<file path="config.mk">
export PLATFORM = sky130hd
export DESIGN_NAME = hazard_stall_ctrl
export DESIGN_NICKNAME = d
export VERILOG_FILES = /design/src/rtl/hazard_stall_ctrl.sv
export SDC_FILE = /design/constraint.sdc
export NUM_CORES = 1
export LEC_CHECK = 0
export BUFFER_PORTS_ARGS = -buffer_cell sky130_fd_sc_hd__buf_2
export CAP_MARGIN = 20
export CELL_PAD_IN_SITES_DETAIL_PLACEMENT = 0
export CELL_PAD_IN_SITES_GLOBAL_PLACEMENT = 1
export CORE_AREA = 2 2 80 90
export DETAILED_ROUTE_END_ITERATION = 7
export DIE_AREA = 0 0 82 92
export MAX_ROUTING_LAYER = met4
export PLACE_DENSITY = 0.84
export SETUP_SLACK_MARGIN = 0.1
export SLEW_MARGIN = 20
export SYNTH_ARGS = -nofsm -noshare
export SYNTH_HDL_FRONTEND = slang
export SYNTH_SLANG_ARGS = --single-unit
</file>
<file path="constraint.sdc">
create_clock -name clk -period 2.41 [get_ports clk]
set_clock_uncertainty 0.1 [all_clocks]
set_input_delay 0.482 -clock clk [delete_from_list [all_inputs] [get_ports clk]]
set_output_delay 0.482 -clock clk [all_outputs]
set_load 0.01 [all_outputs]
</file>
<file path="src/rtl/hazard_stall_ctrl.sv">
// rtl/hazard_stall_ctrl.sv - ID-stage stall controller for data and MD-unit hazards (MD tracking under HAZARD_MD_UNIT_EN)
module hazard_stall_ctrl #(
  parameter int MULT_CYCLES = 5,
  parameter int DIV_CYCLES  = 10,
  parameter int CNT_W       = 4
) (
  input  logic        clk,
  input  logic        reset,
  input  logic [4:0]  id_rs,
  input  logic [4:0]  id_rt,
  input  logic [1:0]  id_tuse_rs,
  input  logic [1:0]  id_tuse_rt,
  input  logic        id_is_md,
  input  logic [4:0]  ex_wreg,
  input  logic [4:0]  mem_wreg,
  input  logic [1:0]  ex_tnew,
  input  logic [1:0]  mem_tnew,
  input  logic        ex_md_start,
  input  logic        ex_md_div,
  output logic        pc_en,
  output logic        if_id_en,
  output logic        id_ex_clr,
  output logic        md_busy,
  output logic [31:0] stall_cnt
);

  logic        rs_hazard;
  logic        rt_hazard;
  logic        md_hazard;
  logic        stall;
  logic [31:0] stall_cnt_q;
  logic [31:0] stall_cnt_d;

  // A source operand stalls when a pending writer's result arrives later than ID needs it.
  // Register 0 is never a real dependency; a tuse of 3 can never be exceeded by tnew.
  assign rs_hazard = (id_rs != 5'd0) &&
                     (((id_rs == ex_wreg)  && (ex_tnew  > id_tuse_rs)) ||
                      ((id_rs == mem_wreg) && (mem_tnew > id_tuse_rs)));

  assign rt_hazard = (id_rt != 5'd0) &&
                     (((id_rt == ex_wreg)  && (ex_tnew  > id_tuse_rt)) ||
                      ((id_rt == mem_wreg) && (mem_tnew > id_tuse_rt)));

`ifdef HAZARD_MD_UNIT_EN
  localparam logic [CNT_W-1:0] MULT_LOAD = CNT_W'(MULT_CYCLES);
  localparam logic [CNT_W-1:0] DIV_LOAD  = CNT_W'(DIV_CYCLES);

  logic [CNT_W-1:0] md_cnt_q;
  logic [CNT_W-1:0] md_cnt_d;

  // Load the busy counter only from idle; a start while counting is dropped, otherwise count down.
  always_comb begin
    md_cnt_d = md_cnt_q;
    if (ex_md_start && (md_cnt_q == '0)) begin
      md_cnt_d = ex_md_div ? DIV_LOAD : MULT_LOAD;
    end else if (md_cnt_q != '0) begin
      md_cnt_d = md_cnt_q - CNT_W'(1);
    end
  end

  // MD busy counter register.
  always_ff @(posedge clk) begin
    if (reset) begin
      md_cnt_q <= '0;
    end else begin
      md_cnt_q <= md_cnt_d;
    end
  end

  // While reset is held the stale count is hidden so only a fresh start shows as busy.
  assign md_busy   = ex_md_start | ((md_cnt_q != '0) & ~reset);
  assign md_hazard = id_is_md & md_busy;
`else
  logic unused_md;
  assign unused_md = ^{id_is_md, ex_md_start, ex_md_div,
                       32'(MULT_CYCLES), 32'(DIV_CYCLES), 32'(CNT_W)};

  assign md_busy   = 1'b0;
  assign md_hazard = 1'b0;
`endif

  assign stall     = (rs_hazard | rt_hazard | md_hazard) & ~reset;
  assign pc_en     = ~stall;
  assign if_id_en  = ~stall;
  assign id_ex_clr = stall;

  // Stall counter saturates at all ones instead of wrapping.
  always_comb begin
    stall_cnt_d = stall_cnt_q;
    if (stall && (stall_cnt_q != 32'hFFFF_FFFF)) begin
      stall_cnt_d = stall_cnt_q + 32'd1;
    end
  end

  // Stall counter register.
  always_ff @(posedge clk) begin
    if (reset) begin
      stall_cnt_q <= 32'd0;
    end else begin
      stall_cnt_q <= stall_cnt_d;
    end
  end

  assign stall_cnt = stall_cnt_q;

endmodule

</file>
==> load_flow_metrics.sql, run 1 <==
INSERT INTO impl_metrics (metric_group, metric, value, unit) VALUES
('logic_synthesis', 'syn-num-nets', '304', ''),
('worst_setup_path', 'worst_ep_arrival_time', '1990', 'ps'),
('worst_hold_path', 'hold_depth', '2', ''),
('job', 'drv.max_cap_violation_count', '0', ''),
('drt', 'drt_iter0_drc', '127', ''),
('sta', 'fmax', '389', 'MHz'),
('logic_synthesis', 'postSynthAreaPerCell', '8.11', 'µm²'),
('sta', 'unrepaired_setup_endpoints_after_global_routing', 'yes', ''),
('worst_setup_path', 'regToRegSetupSlack', '100', 'ps'),
('power_and_ir_drop', 'share_clk_of_total_power', '0.395', ''),
('cts', 'insertion_delay', '290', 'ps'),
('layout', 'area_growth', '60.0', '%'),
('power_and_ir_drop', 'cell_internal_pwr', '969', 'µW'),
('layout', 'share_of_cells_above_drive_strength_1', '0.486', ''),
('floorplan', 'core', '6730', 'µm²'),
('power_and_ir_drop', 'seq_power_share', '0.404', ''),
('layout', 'multiInputGateArea', '1650', 'µm²'),
('worst_setup_path', 'max_stage_delay', '360', 'ps'),
('logic_synthesis', 'yosys.area.top_type_share', '0.302', ''),
('sta', 'final.min_clock_period', '2570', 'ps'),
('layout', 'fin_util', '0.505', ''),
('worst_hold_path', 'min_to', 'stall_cnt[31]', ''),
('worst_setup_path', 'worst-setup-path-type', 'primary input to output port', ''),
('place', 'globalplace.congestion', '0.775', ''),
('logic_synthesis', 'synthTopCellsByArea', 'sky130_fd_sc_hd__dfxtp_1 30%, sky130_fd_sc_hd__a21oi_1 7.3%, sky130_fd_sc_hd__xnor2_1 5.4%', ''),
('outcome', 'status', 'finished, violations left', ''),
('cts', 'htreeDepth', '2', ''),
('worst_hold_path', 'hold_class', 'flip-flop to flip-flop', ''),
('layout', 'final_cell_count_no_fill', '455', ''),
('layout', 'largest_register_ffs', '32', ''),
('floorplan', 'io_pins', '69', ''),
('logic_synthesis', 'number_of_distinct_library_cell_variants_in_the_gate_level_netlist_after_synthesis', '44', ''),
('logic_synthesis', 'post_synth_edffs', '0', ''),
('place', 'total_of_buffers_placed_on_input_and_output_ports', '64', ''),
('drt', 'drt-wirelength-per-cell', '15.4', 'µm'),
('drt', 'drcViolationCount', '0', ''),
('cts', 'total_cts_buffers', '5', ''),
('logic_synthesis', 'async_reset_ff_frac', '0', ''),
('worst_setup_path', 'rr_worst_depth', '9', ''),
('logic_synthesis', 'yosys.area.top_type', 'sky130_fd_sc_hd__dfxtp_1', ''),
('power_and_ir_drop', 'combPwrFrac', '0.201', ''),
('place', 'hpwl', '4550', 'µm'),
('logic_synthesis', 'synth_most_common_cell', 'sky130_fd_sc_hd__dfxtp_1', ''),
('worst_setup_path', 'worst-endpoint-required', '1830', 'ps'),
('global_route', 'antenna_found_initial', '0', ''),
('worst_hold_path', 'timing.hold.worst.start', 'stall_cnt[31]', ''),
('drt', 'wl_met2', '3760', 'µm'),
('drt', 'wl_met3', '301', 'µm'),
('drt', 'route.final.wire_length', '7020', 'µm'),
('logic_synthesis', 'synth.yosys.warnings', '0', ''),
('layout', 'filler_cell_count', '630', ''),
('cts', 'clk_pin_slew', '80', 'ps'),
('power_and_ir_drop', 'max-vdd-ir-drop', '0.409', 'mV'),
('power_and_ir_drop', 'power_density', '387', 'nW/µm²'),
('place', 'place_area', '2780', 'µm²'),
('layout', 'register_area', '643', 'µm²'),
('logic_synthesis', 'syn-cell-area', '2120', 'µm²'),
('power_and_ir_drop', 'net-switching-power', '346', 'µW'),
('sta', 'final-max-slew-violation-count', '0', ''),
('sta', 'timing.final.ws_setup', '-160', 'ps'),
('drt', 'dr_total_vias', '2408', ''),
('outcome', 'failing_checks', 'setup timing', ''),
('drt', 'wirelength_met1', '2770', 'µm'),
('sta', 'final_setup_vio_count', '6', ''),
('floorplan', 'fp-row-count', '32', ''),
('logic_synthesis', 'synthTopCellsByCount', '32 x sky130_fd_sc_hd__dfxtp_1, 31 x sky130_fd_sc_hd__a21oi_1, 18 x sky130_fd_sc_hd__nand2_1, 14 x sky130_fd_sc_hd__or4_1', ''),
('layout', 'finish.instance_area', '3400', 'µm²'),
('drt', 'post_drt_via_cell_ratio', '5.29', ''),
('global_route', 'gr-usage-all-layers', '0.167', ''),
('global_route', 'grt_pass1_wl', '9730', 'µm'),
('power_and_ir_drop', 'cellLeakagePower', '0.00140', 'µW');
-- power by group through the flow --
stage               combinational [µW]  sequential, µW  clock [µW]
CTS                                196             530         530
floorplan                         94.3             544           0
finish                             264             531         519
detailed placement                 173             543           0
global placement                   169             543           0
global route                       285             531         554
-- stage by stage --
step / worst slack, ps / setup TNS (ps) / total power (µW)
floorplan: 79.0 / 0 / 639
global placement: -168 / -2310 / 712
detailed placement: -216 / -3230 / 716
CTS: -73.1 / -167 / 1260
global route: -289 / -1270 / 1370
finish: -160 / -488 / 1310
-- how the worst max path moves through the flow --
stage | endpoint | start | cells after the start
CTS | id_ex_clr | ex_tnew[0] | 11
finish | id_ex_clr | ex_tnew[0] | 11
global placement | id_ex_clr | ex_tnew[1] | 10
global route | id_ex_clr | id_tuse_rs[1] | 11
floorplan | pc_en | id_tuse_rt[1] | 8
detailed placement | id_ex_clr | ex_tnew[1] | 10
-- layer usage --
| metal | global-route usage | vias to the layer above |
|---|---|---|
| li1 | - | 1187 |
| met1 | 0.191 | 1131 |
| met2 | 0.289 | 77 |
| met3 | 0.0246 | 13 |
| met4 | 0.0625 | 0 |
| met5 | - | - |
-- layout by cell type, fill, tap and decap left out, drive strengths merged, types with 4 or more instances in the layout --
cell and n:
nand4b 4, nand4 14, ha 9, and3 5, xor2 9, nor4 5, o31ai 11, nor2 13
xnor2 13, buf 111, inv 13, dfxtp 32, a21oi 31, o21ai 14, nand2 19, or4 14
nand3 11, or3 8, clkbuf 7
-- logic make-up after synthesis --
kind of cell / share of synthesized area
buffers and inverters: 0.0583
and+or+nand+nor: 0.309
DFF: 0.302
xor gates and xnor gates: 0.0907
muxes: 0.00530
other: 0.00177
AOI/OAI and AO/OA: 0.181
adders and majority gates: 0.0530
-- critical path, delay by kind of cell --
family,cells,cell delay (ps)
buffers and inverters,4,350
AO/OA/AOI/OAI,1,210
AND/OR/NAND/NOR,5,760
adder cells (fa/ha/maj),1,200
-- layout make-up --
| cell class | count | share of cell area |
|---|---|---|
| multi-input cells | 204 | 0.486 |
| clock buffers | 5 | 0.0203 |
| repair buffers | 113 | 0.242 |
| well taps | 85 | 0.0313 |
| flip-flops and latches | 32 | 0.189 |
| clock inverters | 3 | 0.0125 |
| inverters | 13 | 0.0180 |
-- what timing repair did --
item                                    in CTS  in global routing
endpoints found under the setup margin       3                 32
cloned                                       0                  3
endpoints found under the hold margin        0                  0
hold buffers                                 0                  0
resized for setup                           20                 62
pin swaps                                   29                 39
setup buffers                                3                  7
No activity file was read; power rests on OpenSTA's default activity.
==> run 2: changes to the inputs <==
--- a/config.mk
+++ b/config.mk
@@ -5,15 +5,16 @@
 export SDC_FILE = /design/constraint.sdc
 export NUM_CORES = 1
 export LEC_CHECK = 0
+export ABC_AREA = 1
 export BUFFER_PORTS_ARGS = -buffer_cell sky130_fd_sc_hd__buf_2
 export CAP_MARGIN = 20
 export CELL_PAD_IN_SITES_DETAIL_PLACEMENT = 0
 export CELL_PAD_IN_SITES_GLOBAL_PLACEMENT = 1
-export CORE_AREA = 2 2 80 90
+export CORE_AREA = 2 2 89 99
 export DETAILED_ROUTE_END_ITERATION = 7
-export DIE_AREA = 0 0 82 92
+export DIE_AREA = 0 0 91 101
 export MAX_ROUTING_LAYER = met4
-export PLACE_DENSITY = 0.84
+export PLACE_DENSITY = 0.86
 export SETUP_SLACK_MARGIN = 0.1
 export SLEW_MARGIN = 20
 export SYNTH_ARGS = -nofsm -noshare
==> run 2 against run 1 <==
Effect of this change: the flow now finishes without violations; die area rose by 22%; via count increased by 26%; first-iteration DRC count decreased by 22%; cell count increased by 41%; fmax rose by 15%; largest power group unchanged; sequential cell count is the same; synthesized area rose by 20%; wire length increased by 4.2%; combinational power shrank 9.5%.
==> load_flow_metrics.sql, run 2 <==
INSERT INTO impl_metrics (metric_group, metric, value, unit) VALUES
('outcome', 'status', 'finished, final reports clean', ''),
('logic_synthesis', 'number_of_distinct_library_cell_variants_in_the_gate_level_netlist_after_synthesis', '24', ''),
('cts', 'cts.sinks', '32', ''),
('power_and_ir_drop', 'power_density', '351', 'nW/µm²'),
('floorplan', 'io_pins', '69', ''),
('floorplan', 'initial_utilization', '0.310', ''),
('drt', 'drt_pass1_iterations', '4', ''),
('logic_synthesis', 'seq_area_frac_synth', '0.251', ''),
('global_route', 'grt_max_degree', '34', ''),
('worst_hold_path', 'hold_class', 'primary input to flip-flop', ''),
('worst_setup_path', 'rr_worst_depth', '11', ''),
('power_and_ir_drop', 'max-vdd-ir-drop', '0.143', 'mV'),
('worst_setup_path', 'worst_ep_arrival_time', '1650', 'ps'),
('place', 'hpwl', '5520', 'µm'),
('cts', 'cts_root_buf', 'sky130_fd_sc_hd__clkbuf_8', ''),
('sta', 'final-max-slew-violation-count', '0', ''),
('logic_synthesis', 'synth_most_common_cell', 'sky130_fd_sc_hd__nand2_1', ''),
('worst_hold_path', 'timing.hold.worst.start', 'reset', ''),
('logic_synthesis', 'synth-seq-cells', '32', ''),
('worst_hold_path', 'min_to', 'stall_cnt[19]', ''),
('drt', 'drt-wirelength-per-cell', '11.4', 'µm'),
('worst_setup_path', 'critical_path_capture_point_type', 'output port', ''),
('layout', 'final_nets', '571', ''),
('drt', 'route.final.wire_length', '7310', 'µm'),
('global_route', 'grt_pass1_wl', '12300', 'µm'),
('worst_setup_path', 'worst-setup-path-type', 'primary input to output port', ''),
('floorplan', 'core', '8230', 'µm²'),
('cts', 'total_cts_buffers', '5', ''),
('place', 'total_of_buffers_placed_on_input_and_output_ports', '64', ''),
('worst_setup_path', 'regToRegSetupSlack', '350', 'ps'),
('worst_setup_path', 'startpoint_type', 'primary input', ''),
('worst_setup_path', 'crit_chain', 'buf_2 > ha_4 > nand2_2 > nand3_2 > nor2_1 > nand3_1 > nand2_1 > nand2_1 > nand2_2 > nand2_4 > inv_4 > buf_6', ''),
('floorplan', 'floorplan_die_area', '9190', 'µm²'),
('place', 'globalplace.congestion', '0.840', ''),
('logic_synthesis', 'synthTopCellsByCount', '134 x sky130_fd_sc_hd__nand2_1, 90 x sky130_fd_sc_hd__nor2_1, 66 x sky130_fd_sc_hd__inv_1, 37 x sky130_fd_sc_hd__nand3_1, 32 x sky130_fd_sc_hd__dfxtp_1', ''),
('layout', 'largest_register_ffs', '32', ''),
('logic_synthesis', 'syn-cell-area', '2550', 'µm²'),
('sta', 'final.setup.tns', '0', 'ps'),
('logic_synthesis', 'yosys.area.top_type', 'sky130_fd_sc_hd__dfxtp_1', ''),
('drt', 'dr_total_vias', '3036', ''),
('cts', 'cts_max_path_buffers', '2', ''),
('global_route', 'gr-usage-all-layers', '0.165', ''),
('logic_synthesis', 'syn-num-nets', '497', ''),
('logic_synthesis', 'postSynthAreaPerCell', '5.61', 'µm²'),
('drt', 'antenna_nets_post_route', '0', ''),
('worst_setup_path', 'r2r_end', 'stall_cnt[21]', ''),
('cts', 'cts_tree', 'yes', ''),
('sta', 'hold_ws', '307', 'ps'),
('sta', 'fin_crit_sh', '0.927', ''),
('worst_setup_path', 'worst-endpoint-required', '1830', 'ps'),
('logic_synthesis', 'post_synth_edffs', '0', ''),
('global_route', 'number_of_global_route_vias_before_repair', '2851', ''),
('sta', 'fmax', '447', 'MHz'),
('logic_synthesis', 'synthTopCellsByArea', 'sky130_fd_sc_hd__dfxtp_1 25%, sky130_fd_sc_hd__nand2_1 20%, sky130_fd_sc_hd__nor2_1 13%', ''),
('layout', 'share_of_cells_above_drive_strength_1', '0.233', ''),
('worst_hold_path', 'hold_depth', '2', ''),
('worst_setup_path', 'critical_path.max_fanout', '3', ''),
('drt', 'drt_iter0_drc', '99', ''),
('sta', 'final.min_clock_period', '2230', 'ps'),
('logic_synthesis', 'yosys.area.top_type_share', '0.251', ''),
('cts', 'cts-hold-fix-buffers', '0', ''),
('logic_synthesis', 'async_reset_ff_frac', '0', ''),
('floorplan', 'fp-row-count', '35', ''),
('worst_setup_path', 'max_stage_delay', '240', 'ps'),
('sta', 'unrepaired_setup_endpoints_after_global_routing', 'no', ''),
('logic_synthesis', 'synth.yosys.warnings', '0', ''),
('cts', 'clk_pin_slew', '70', 'ps'),
('drt', 'drcViolationCount', '0', ''),
('global_route', 'grt.overflow.total', '0', ''),
('layout', 'area_growth', '30.5', '%'),
('logic_synthesis', 'synth-main-ff-cell', 'sky130_fd_sc_hd__dfxtp_1', ''),
('worst_setup_path', 'worstSetupPathDepth', '12', ''),
('layout', 'insertedDiodeCount', '0', ''),
('worst_setup_path', 'timing.critical_path.buf_inv', '3', ''),
('job', 'drv.max_cap_violation_count', '0', ''),
('logic_synthesis', 'netlist_instances', '455', ''),
('drt', 'post_drt_via_cell_ratio', '4.74', ''),
('power_and_ir_drop', 'fin_total_pwr', '1170', 'µW'),
('worst_setup_path', 'critPathSlowestCell', 'sky130_fd_sc_hd__ha_4', ''),
('cts', 'insertion_delay', '290', 'ps'),
('cts', 'htreeDepth', '2', ''),
('power_and_ir_drop', 'cellLeakagePower', '0.00162', 'µW'),
('global_route', 'antenna_found_initial', '0', ''),
('layout', 'layout_common_cells', '128 x sky130_fd_sc_hd__nand2_1, 87 x sky130_fd_sc_hd__nor2_1, 62 x sky130_fd_sc_hd__buf_2', ''),
('worst_setup_path', 'timing.rr.start', 'stall_cnt[1]', ''),
('worst_setup_path', 'worst_path_dominant_cell_family', 'simple AND/OR/NAND/NOR gates', ''),
('floorplan', 'die-height', '101', 'µm'),
('sta', 'finalHoldViolations', '0', ''),
('sta', 'final_setup_vio_count', '0', ''),
('floorplan', 'dieWidth', '91', 'µm'),
('layout', 'commonest_non_fill_non_tap_cell_in_the_layout', 'sky130_fd_sc_hd__nand2_1', '');
## run 2: changes by cell type in the layout (fill, tap and decap cells not counted), sizes merged, moves of 12 or more
cell,previous run,this run
nand2,19,135
nor2,13,95
inv,13,66
buf,111,80
nand3,11,38
a21oi,31,16
or4,14,0
nand4,14,27
xnor2,13,1
## run 2: worst max-delay path by stage
stage	from	to	slack [ps]
2_1_floorplan	id_tuse_rt[1]	pc_en	120
4_1_cts	id_tuse_rt[1]	id_ex_clr	100
3_3_place_gp	id_tuse_rt[1]	stall_cnt[0]	-70
5_1_grt	mem_tnew[0]	id_ex_clr	60
3_5_place_dp	id_tuse_rt[1]	stall_cnt[0]	-70
6_report	id_tuse_rs[0]	id_ex_clr	180
## run 2: area by class of cell
| class | instances | area, µm² |
|---|---|---|
| inverters | 68 | 274 |
| repair buffers | 80 | 473 |
| clock inverters | 1 | 5.00 |
| fillers | 931 | 4900 |
| flip-flops and latches | 32 | 641 |
| multi-input cells | 341 | 1720 |
| repair inverters | 1 | 7.51 |
| clock buffers | 6 | 72.6 |
| well taps | 111 | 139 |
## run 2: cells by family after synthesis
kind of cell	count (synthesis)	synth area share
AO/OA/AOI/OAI	21	0.0412
adder cells (fa/ha/maj)	9	0.0441
XOR/XNOR	4	0.0137
flip-flops	32	0.251
AND/OR/NAND/NOR	306	0.514
other	1	0.00147
buffers and inverters	82	0.134
## run 2: metrics by stage
stage / util / area [µm²] / instances / setup slack (ps)
5_1_grt: 0.404 / 3330 / 640 / 62.3
6_report: 0.404 / 3330 / 640 / 175
4_1_cts: 0.384 / 3160 / 638 / 102
3_3_place_gp: 0.370 / 3040 / 630 / -66.0
2_1_floorplan: - / 2560 / 455 / 121
3_5_place_dp: 0.370 / 3040 / 630 / -71.5
## run 2: power breakdown
group / switching (µW) / total [µW] / leakage, µW / internal, µW
combinational: 143 / 239 / 0.00132 / 96.4
clock: 200 / 396 / 0.0000410 / 196
sequential: 1.84 / 532 / 0.000258 / 531
## run 2: routing by layer
layer | track usage | vias to the layer above | wire, µm
met1 | 0.184 | 1380 | 3190
met4 | 0.0513 | 0 | 115
li1 | - | 1578 | -
met3 | 0.0194 | 9 | 246
met5 | - | - | 0
met2 | 0.306 | 69 | 3760
## run 2: what timing repair did
| item | 4_1_cts | 5_1_grt |
|---|---|---|
| gates cloned | 0 | 1 |
| setup endpoints to repair | 3 | 19 |
| gates resized for setup | 6 | 35 |
| pin swaps | 5 | 16 |
| buffers inserted | 1 | 1 |
==> run 3: changes to the inputs <==
--- a/config.mk
+++ b/config.mk
@@ -10,11 +10,11 @@
 export CAP_MARGIN = 20
 export CELL_PAD_IN_SITES_DETAIL_PLACEMENT = 0
 export CELL_PAD_IN_SITES_GLOBAL_PLACEMENT = 1
-export CORE_AREA = 2 2 89 99
+export CORE_AREA = 5 5 96 89
 export DETAILED_ROUTE_END_ITERATION = 7
-export DIE_AREA = 0 0 91 101
+export DIE_AREA = 0 0 101 94
 export MAX_ROUTING_LAYER = met4
-export PLACE_DENSITY = 0.86
+export PLACE_DENSITY = 0.9
 export SETUP_SLACK_MARGIN = 0.1
 export SLEW_MARGIN = 20
 export SYNTH_ARGS = -nofsm -noshare
==> constraint.sdc (replaced) <==
create_clock -name clk -period 2.1 [get_ports clk]
set_clock_uncertainty 0.1 [all_clocks]
set_input_delay 0.42 -clock clk [delete_from_list [all_inputs] [get_ports clk]]
set_output_delay 0.42 -clock clk [all_outputs]
set_load 0.01 [all_outputs]
==> run 3 against run 2 <==
Effect of this change: setup slack lost 89 ps; cell area grew 8.1%; total power is 24% higher; critical endpoint unchanged; sequential cell count did not move; clock-buffer cell count increased by 1; critical path type unchanged; non-clock buffer count rose by 11; wire length increased by 9.4%.
==> load_flow_metrics.sql, run 3 (synthesis results as in run 2) <==
INSERT INTO impl_metrics (metric_group, metric, value, unit) VALUES
('power_and_ir_drop', 'seq_power_share', '0.423', ''),
('sta', 'final.min_clock_period', '2010', 'ps'),
('floorplan', 'floorplan_die_area', '9490', 'µm²'),
('worst_setup_path', 'regToRegSetupSlack', '230', 'ps'),
('layout', 'layout_common_cells', '127 x sky130_fd_sc_hd__nand2_1, 81 x sky130_fd_sc_hd__nor2_1, 59 x sky130_fd_sc_hd__inv_1', ''),
('floorplan', 'core', '7390', 'µm²'),
('layout', 'area_growth', '41.1', '%'),
('floorplan', 'die-height', '94', 'µm'),
('power_and_ir_drop', 'cell_internal_pwr', '1040', 'µW'),
('power_and_ir_drop', 'combPwrFrac', '0.213', ''),
('worst_setup_path', 'critPathSlowestCell', 'sky130_fd_sc_hd__ha_4', ''),
('place', 'hpwl', '5830', 'µm'),
('worst_setup_path', 'critical_path_capture_point_type', 'output port', ''),
('cts', 'insertion_delay', '290', 'ps'),
('drt', 'drt-wirelength-per-cell', '12.6', 'µm'),
('sta', 'final.setup.tns', '0', 'ps'),
('power_and_ir_drop', 'cellLeakagePower', '0.00173', 'µW'),
('job', 'drv.max_cap_violation_count', '0', ''),
('cts', 'cts_max_path_buffers', '2', ''),
('global_route', 'grt_max_degree', '34', ''),
('layout', 'commonest_non_fill_non_tap_cell_in_the_layout', 'sky130_fd_sc_hd__nand2_1', ''),
('drt', 'dr_total_vias', '3079', ''),
('layout', 'filler_cell_count', '759', ''),
('global_route', 'number_of_global_route_vias_before_repair', '2787', ''),
('worst_setup_path', 'worst_path_most_repeated_cell', 'sky130_fd_sc_hd__nand2_4', ''),
('cts', 'cts_tree', 'yes', ''),
('layout', 'multiInputGateArea', '1760', 'µm²'),
('global_route', 'gr-usage-all-layers', '0.166', ''),
('worst_setup_path', 'rr_worst_depth', '11', ''),
('worst_setup_path', 'cp-endpoint', 'id_ex_clr', ''),
('floorplan', 'initial_utilization', '0.345', ''),
('sta', 'timing.final.ws_setup', '86.2', 'ps'),
('worst_setup_path', 'r2r_end', 'stall_cnt[13]', ''),
('global_route', 'grt_pass1_wl', '12600', 'µm'),
('drt', 'drt_pass1_iterations', '4', ''),
('worst_setup_path', 'worst_ep_arrival_time', '1490', 'ps'),
('power_and_ir_drop', 'fin_total_pwr', '1450', 'µW'),
('layout', 'largest_register_ffs', '32', ''),
('layout', 'share_of_cells_above_drive_strength_1', '0.270', ''),
('worst_setup_path', 'critical_path.max_fanout', '3', ''),
('power_and_ir_drop', 'max-vdd-ir-drop', '0.205', 'mV'),
('layout', 'final_nets', '583', ''),
('worst_hold_path', 'hold_depth', '2', ''),
('drt', 'post_drt_via_cell_ratio', '4.83', ''),
('sta', 'fmax', '497', 'MHz'),
('outcome', 'status', 'finished, final reports clean', ''),
('sta', 'final_setup_vio_count', '0', ''),
('cts', 'cts_root_buf', 'sky130_fd_sc_hd__clkbuf_8', ''),
('worst_setup_path', 'worst-endpoint-required', '1580', 'ps'),
('power_and_ir_drop', 'share_clk_of_total_power', '0.364', ''),
('place', 'globalplace.congestion', '0.830', ''),
('cts', 'total_cts_buffers', '5', ''),
('floorplan', 'io_pins', '69', ''),
('cts', 'cts-hold-fix-buffers', '0', ''),
('worst_setup_path', 'crit_chain', 'buf_8 > inv_6 > ha_4 > nand2_4 > nand3_2 > nor2_2 > nand3_1 > nand2_1 > nand2_2 > nand2_4 > nand2_4 > inv_2 > buf_6', ''),
('cts', 'htreeDepth', '2', ''),
('place', 'total_of_buffers_placed_on_input_and_output_ports', '64', ''),
('drt', 'antenna_nets_post_route', '0', ''),
('layout', 'insertedDiodeCount', '0', ''),
('floorplan', 'fp-row-count', '30', ''),
('sta', 'unrepaired_setup_endpoints_after_global_routing', 'yes', ''),
('sta', 'final-max-slew-violation-count', '0', ''),
('worst_setup_path', 'timing.rr.start', 'stall_cnt[1]', ''),
('drt', 'drcViolationCount', '0', ''),
('power_and_ir_drop', 'power_density', '401', 'nW/µm²'),
('global_route', 'antenna_found_initial', '0', ''),
('place', 'worst_slack_at_placement', '-152', 'ps'),
('worst_setup_path', 'max_stage_delay', '190', 'ps'),
('global_route', 'grt.overflow.total', '0', ''),
('worst_setup_path', 'worst-setup-path-type', 'primary input to output port', ''),
('power_and_ir_drop', 'net-switching-power', '407', 'µW'),
('worst_setup_path', 'startpoint_type', 'primary input', ''),
('worst_setup_path', 'startpoint', 'mem_tnew[0]', ''),
('sta', 'finalHoldViolations', '0', ''),
('sta', 'fin_crit_sh', '0.959', ''),
('cts', 'cts.sinks', '32', ''),
('drt', 'route.final.wire_length', '8010', 'µm'),
('drt', 'drt_iter0_drc', '187', ''),
('layout', 'register_area', '642', 'µm²'),
('power_and_ir_drop', 'p_sw_frac', '0.281', ''),
('cts', 'clk_pin_slew', '70', 'ps'),
('floorplan', 'dieWidth', '101', 'µm'),
('worst_hold_path', 'hold_class', 'primary input to flip-flop', '');
-- run 3: cell count changes in the layout (fill, tap and decap cells not counted), moves of 3 or more --
cell and delta:
sky130_fd_sc_hd__buf_2 -6, sky130_fd_sc_hd__nor2_1 -6, sky130_fd_sc_hd__buf_4 +5, sky130_fd_sc_hd__nor2_2 +5
sky130_fd_sc_hd__buf_6 +4, sky130_fd_sc_hd__inv_4 -4, sky130_fd_sc_hd__buf_8 +3, sky130_fd_sc_hd__clkbuf_16 +3
-- run 3: critical path: cells and delay by family --
family | cells | cell delay [ps]
fa+ha+maj | 1 | 190
buf+inv | 4 | 290
simple gates | 8 | 580
-- run 3: worst min path at each step --
stage	from	endpoint	slack, ps
6_report	reset	stall_cnt[30]	220
5_1_grt	reset	stall_cnt[30]	240
4_1_cts	reset	stall_cnt[19]	220
3_5_place_dp	stall_cnt[11]	stall_cnt[11]	430
3_3_place_gp	stall_cnt[5]	stall_cnt[5]	420
2_1_floorplan	reset	stall_cnt[19]	390
-- run 3: stage by stage --
stage / hold slack (ps) / utilization / area [µm²] / cells
floorplan: 392 / - / 2650 / 455
global placement: 415 / 0.422 / 3120 / 616
detailed placement: 430 / 0.422 / 3120 / 616
CTS: 221 / 0.455 / 3360 / 628
global route: 244 / 0.487 / 3600 / 637
finish: 219 / 0.487 / 3600 / 637
-- run 3: routing by layer --
layer	routed length [µm]	up-vias	track usage	share of wire
met2	3740	77	0.266	0.47
met1	3670	1375	0.219	0.46
met3	386	21	0.0215	0.048
met5	0	-	-	0
met4	212	0	0.0509	0.026
li1	-	1606	-	-
-- run 3: cell type report --
cell class                      instances  share of cell area
Multi-Input combinational cell        342               0.490
Timing Repair Buffer                   91               0.190
Sequential cell                        32               0.178
Inverter                               68              0.0789
Tap cell                               96              0.0334
Clock buffer                            7              0.0268
Timing Repair inverter                  1             0.00209
-- run 3: what timing repair did --
item,CTS,global route
endpoints found under the hold margin,0,0
cloned,0,5
endpoints found under the setup margin,7,34
pin swaps,18,17
buffers inserted,5,4
gates resized for setup,29,34
-- run 3: power by group through the flow --
stage	registers, µW	clock network [µW]	logic (µW)
2_1_floorplan	626	0	149
3_3_place_gp	625	0	225
3_5_place_dp	625	0	233
4_1_cts	611	539	268
5_1_grt	611	563	339
6_report	611	527	307
